### config.mk
export PLATFORM = sky130hd
export DESIGN_NAME = srdl_reg_access_ctrl
export DESIGN_NICKNAME = d
export VERILOG_FILES = /design/src/rtl/srdl_reg_access_ctrl.sv
export SDC_FILE = /design/constraint.sdc
export NUM_CORES = 1
export LEC_CHECK = 0
export CAP_MARGIN = 20
export CORE_AREA = 4 4 177 179
export DETAILED_ROUTE_END_ITERATION = 10
export DIE_AREA = 0 0 181 183
export PLACE_DENSITY = 0.6
export SLEW_MARGIN = 20
export SYNTH_ARGS = -nofsm -noshare
export SYNTH_HDL_FRONTEND = slang
export SYNTH_SLANG_ARGS = --single-unit
export TNS_END_PERCENT = 1
### constraint.sdc
create_clock -name clk -period 6.45 [get_ports clk]
set_clock_uncertainty 0.2 [all_clocks]
set_input_delay 1.29 -clock clk [delete_from_list [all_inputs] [get_ports clk]]
set_output_delay 1.29 -clock clk [all_outputs]
set_load 0.1 [all_outputs]
### src/rtl/srdl_reg_access_ctrl.sv
// Round-robin access sequencer for a bank of srdlField registers (IDLE/ACC/RESP).
// Optional: define SRDL_ACC_ERR_EN to report out-of-range accesses on mX_err.
module srdl_reg_access_ctrl #(
  parameter int NREGS = 8,
  parameter int AW    = 3,
  parameter int DW    = 32
) (
  input  logic                clk,
  input  logic                rst,
  input  logic                m0_req,
  input  logic                m0_we,
  input  logic [AW-1:0]       m0_addr,
  input  logic [DW-1:0]       m0_wdata,
  output logic                m0_ack,
  output logic                m0_err,
  output logic [DW-1:0]       m0_rdata,
  input  logic                m1_req,
  input  logic                m1_we,
  input  logic [AW-1:0]       m1_addr,
  input  logic [DW-1:0]       m1_wdata,
  output logic                m1_ack,
  output logic                m1_err,
  output logic [DW-1:0]       m1_rdata,
  output logic [NREGS-1:0]    reg_acc,
  output logic [NREGS-1:0]    reg_rd,
  output logic [NREGS-1:0]    reg_wr,
  output logic [DW-1:0]       reg_wdata,
  input  logic [NREGS*DW-1:0] reg_rdata
);

  typedef enum logic [1:0] {IDLE, ACC, RESP} state_t;

  state_t           state_q, state_d;
  logic             last_q, last_d;
  logic             gnt_q, gnt_d;
  logic [NREGS-1:0] acc_q, acc_d;
  logic [NREGS-1:0] rd_q, rd_d;
  logic [NREGS-1:0] wr_q, wr_d;
  logic [DW-1:0]    wout_q, wout_d;
  logic [1:0]       ack_q, ack_d;
  logic [1:0]       err_q, err_d;
  logic [DW-1:0]    rdata0_q, rdata0_d;
  logic [DW-1:0]    rdata1_q, rdata1_d;

  logic             sel;
  logic             sel_we;
  logic [AW-1:0]    sel_addr;
  logic [NREGS-1:0] dec;
  logic [DW-1:0]    rd_word;

  always_comb begin
    // last_q names the previous winner; the other side wins a tie
    sel      = (m0_req && m1_req) ? ~last_q : m1_req;
    sel_we   = sel ? m1_we : m0_we;
    sel_addr = sel ? m1_addr : m0_addr;
    dec      = '0;
    for (int i = 0; i < NREGS; i++) begin
      dec[i] = (sel_addr == AW'(i));
    end
    rd_word = '0;
    for (int i = 0; i < NREGS; i++) begin
      if (rd_q[i]) rd_word = reg_rdata[i*DW +: DW];
    end

    state_d  = state_q;
    last_d   = last_q;
    gnt_d    = gnt_q;
    acc_d    = '0;
    rd_d     = '0;
    wr_d     = '0;
    wout_d   = '0;
    ack_d    = '0;
    err_d    = '0;
    rdata0_d = '0;
    rdata1_d = '0;

    unique case (state_q)
      IDLE: begin
        if (m0_req || m1_req) begin
          gnt_d   = sel;
          last_d  = sel;
          acc_d   = dec;
          rd_d    = sel_we ? '0 : dec;
          wr_d    = sel_we ? dec : '0;
          wout_d  = sel ? m1_wdata : m0_wdata;
          state_d = ACC;
        end
      end
      ACC: begin
        ack_d[gnt_q] = 1'b1;
`ifdef SRDL_ACC_ERR_EN
        err_d[gnt_q] = ~|acc_q;
`endif
        if (gnt_q) rdata1_d = rd_word;
        else       rdata0_d = rd_word;
        state_d = RESP;
      end
      RESP:    state_d = IDLE;
      default: state_d = IDLE;
    endcase
  end

  always_ff @(posedge clk or posedge rst) begin
    if (rst) begin
      state_q  <= IDLE;
      last_q   <= 1'b1;
      gnt_q    <= 1'b0;
      acc_q    <= '0;
      rd_q     <= '0;
      wr_q     <= '0;
      wout_q   <= '0;
      ack_q    <= '0;
      err_q    <= '0;
      rdata0_q <= '0;
      rdata1_q <= '0;
    end else begin
      state_q  <= state_d;
      last_q   <= last_d;
      gnt_q    <= gnt_d;
      acc_q    <= acc_d;
      rd_q     <= rd_d;
      wr_q     <= wr_d;
      wout_q   <= wout_d;
      ack_q    <= ack_d;
      err_q    <= err_d;
      rdata0_q <= rdata0_d;
      rdata1_q <= rdata1_d;
    end
  end

  assign reg_acc   = acc_q;
  assign reg_rd    = rd_q;
  assign reg_wr    = wr_q;
  assign reg_wdata = wout_q;
  assign m0_ack    = ack_q[0];
  assign m1_ack    = ack_q[1];
  assign m0_err    = err_q[0];
  assign m1_err    = err_q[1];
  assign m0_rdata  = rdata0_q;
  assign m1_rdata  = rdata1_q;

endmodule

==> out/results.ini <==
[global_routing]
track_usage_pct=18.8
grt_max_degree=92
grt-ovfl-total=0
antenna_found_initial=0
grt_pass1_vias=7823
grt_pass1_wl_um=47900

[synthesis]
syn-instance-count=773
yosysTopAreaCell=dfrtp_1
seq_area_frac_synth_pct=45.6
yosys_warnings=0
ys_top_cells_by_area=dfrtp_1 (45%), a221oi_1 (7.9%), a211oi_2 (5.4%), inv_1 (5.2%), nor3_1 (4.9%)
syn_area_per_cell_um2=8.94
synth_top_area_share_pct=45.3
syn_area_mm2=0.00691
ys_seq_elements=126
ys_types=33

[timing]
hold_viol=0
worst_slew_pin_slew_ps=1060
slew_violations=0
fin_crit_ps=4190
setup_viol=0
tns_ps=0
timing.fmax_mhz=239
max_slew_margin_pct=29.2
fin_crit_sh_pct=65.0
rsz0062_at_grt=false

[setup_path]
slowest_delay_ps=1330
startpoint_type=flop
r2r_cells=4
critPathTopFamily=buffers and inverters
crit_start=reg_rd[1]
worstSetupPathType=flop to primary output
r2r-start=reg_rd[1]
critPathBufInv=1
worstPathMaxFanout=35
slowest_stage=clkdlybuf4s50_1
endpoint_kind=primary output
required_ps=4960
path_cells=clkdlybuf4s50_1
crit_cells=1
worstPathArrival_ps=2700

[cts]
cts-htree-levels=4
numCtsBuffers=17
clock_latency_ps=410
cts_max_path_buffers=2
tritoncts=yes
cts-root-buf=clkbuf_16
cts_setup_buffers=0
cts_sinks=126
cts-hold-fix-buffers=0
clk_pin_slew_ps=60
cts-resized-gates=0

[cells_and_area]
nets=1520
n_antenna_cell=0
drive_above_1_share_pct=7.24
utilization_pct=41.9
instances_no_fill=1591
fin_area_mm2=0.0124
area_growth_pct=79.4

[routing]
wire_per_inst_um=20.7
routed.top_layer=met4
vias=7583
wl_met1_um=13300
first_pass_iters=5
viasPerCell=4.77
drtAntennaViolNets=0
drt_iter0_markers=346
wirelength_um=33000
met2_length_um=16200
drc=0
met3_length_um=2870

[place]
placed_cell_area_mm2=0.0117
hpwl_um=24100
gp_congestion=0.873
portBuffers=453
dp_cells=1559

[floorplan]
pin_count=456
start_util_pct=23.4
core_mm2=0.0296
die_area_mm2=0.0331
std_cell_rows=63
die_w_um=181
chipHeight_um=183

[power]
cellLeakagePower_nw=5.56
p_per_area_mw_per_mm2=305
worst_ir_drop_vdd_mv=0.221

[job]
maxCapViolCount=0

[outcome]
status=finished, final reports clean

[hold_path]
holdCritStartpoint=state_q[1]
holdPathStages=1
hold_path.class=flop to flop

[path summary, 6_finish.rpt]
path	to	slack [ps]
min in group asynchronous	reg_wdata[2]	1220
max in group asynchronous	m1_rdata[15]	3840
worst max-delay path	reg_rd[1]	2260
worst max register to register	m0_rdata[0]	3780
worst min register to register	state_q[1]	260
worst min-delay path	state_q[1]	260
[kinds of logic after synthesis]
kind of cell / count (synthesis) / synth area share [%]
muxes: 4 / 0.616
buffers and inverters: 166 / 9.78
DFF: 126 / 45.6
and+or+nand+nor: 242 / 15.0
AOI/OAI and AO/OA: 234 / 28.9
other: 1 / 0.0543
[final cells by class]
type / instances / area, um2
Clock buffer: 18 / 429
Clock inverter: 14 / 231
Fill cell: 2946 / 17200
Inverter: 97 / 369
Multi-Input combinational cell: 482 / 3100
Sequential cell: 126 / 3160
Tap cell: 390 / 488
Timing Repair Buffer: 464 / 4620
[power breakdown]
part | internal (W) | switching (W)
clock | 0.000697 | 0.000402
combinational | 0.000519 | 0.00122
sequential | 0.000902 | 0.0000489
total | 0.00212 | 0.00167
[registers in the layout (all words and copies together) (netlist names), 2 cells and up]
name and cells:
m0_rdata 32, m1_rdata 32, reg_wdata 32, reg_acc 8
reg_rd 8, reg_wr 8, ack_q 2, state_q 2
[cells in the mapped netlist]
| cell | count |
|---|---|
| dfrtp_1 | 125 |
| inv_1 | 96 |
| nor2_1 | 89 |
| nand2_1 | 70 |
| nor3_1 | 68 |
| a221oi_1 | 62 |
| clkbuf_1 | 52 |
| a21oi_1 | 36 |
| a21o_1 | 32 |
| a22o_1 | 32 |
| a221o_1 | 31 |
| a211oi_2 | 30 |
| buf_2 | 6 |
| o21ai_1 | 6 |
| buf_6 | 5 |
| nor2b_1 | 5 |
| nor3b_1 | 5 |
| buf_1 | 4 |
| a211oi_1 | 2 |
| buf_4 | 2 |
| mux2i_1 | 2 |
| nand3_1 | 2 |
| a21bo_2 | 1 |
| a21boi_1 | 1 |
| a31oi_1 | 1 |
| and2b_1 | 1 |
| conb_1 | 1 |
| dfstp_2 | 1 |
| inv_2 | 1 |
| mux2_1 | 1 |
| mux2_2 | 1 |
| nand2b_1 | 1 |
| or2_1 | 1 |
[placed cells by master, fill, tap and decap left out, types with 31 or more instances in the layout]
cell and count:
dfrtp_1 119, clkdlybuf4s50_1 453, a21oi_1 36, nor3_1 68, nand2_1 70, a221o_1 31, inv_1 95, nor2_1 89
a21o_1 32, a221oi_1 62, a22o_1 32
[per-stage QoR]
| stage | setup slack (ps) | hold slack [ps] | total power, W |
|---|---|---|---|
| after global routing | 2160 | 309 | 0.00394 |
| final | 2260 | 263 | 0.00378 |
| after CTS | 2200 | 267 | 0.00384 |
| after detailed placement | 2540 | 254 | 0.00271 |
| after global placement | 2600 | 252 | 0.00271 |
| after floorplan | 1610 | 226 | 0.00212 |
[per-layer routing]
metal | vias to the layer above | global-route usage (%)
li1 | 3579 | -
met1 | 3621 | 22.7
met2 | 350 | 32.6
met3 | 33 | 5.91
met4 | 0 | 5.01
met5 | - | 0
(Power assumes the default switching activity.)
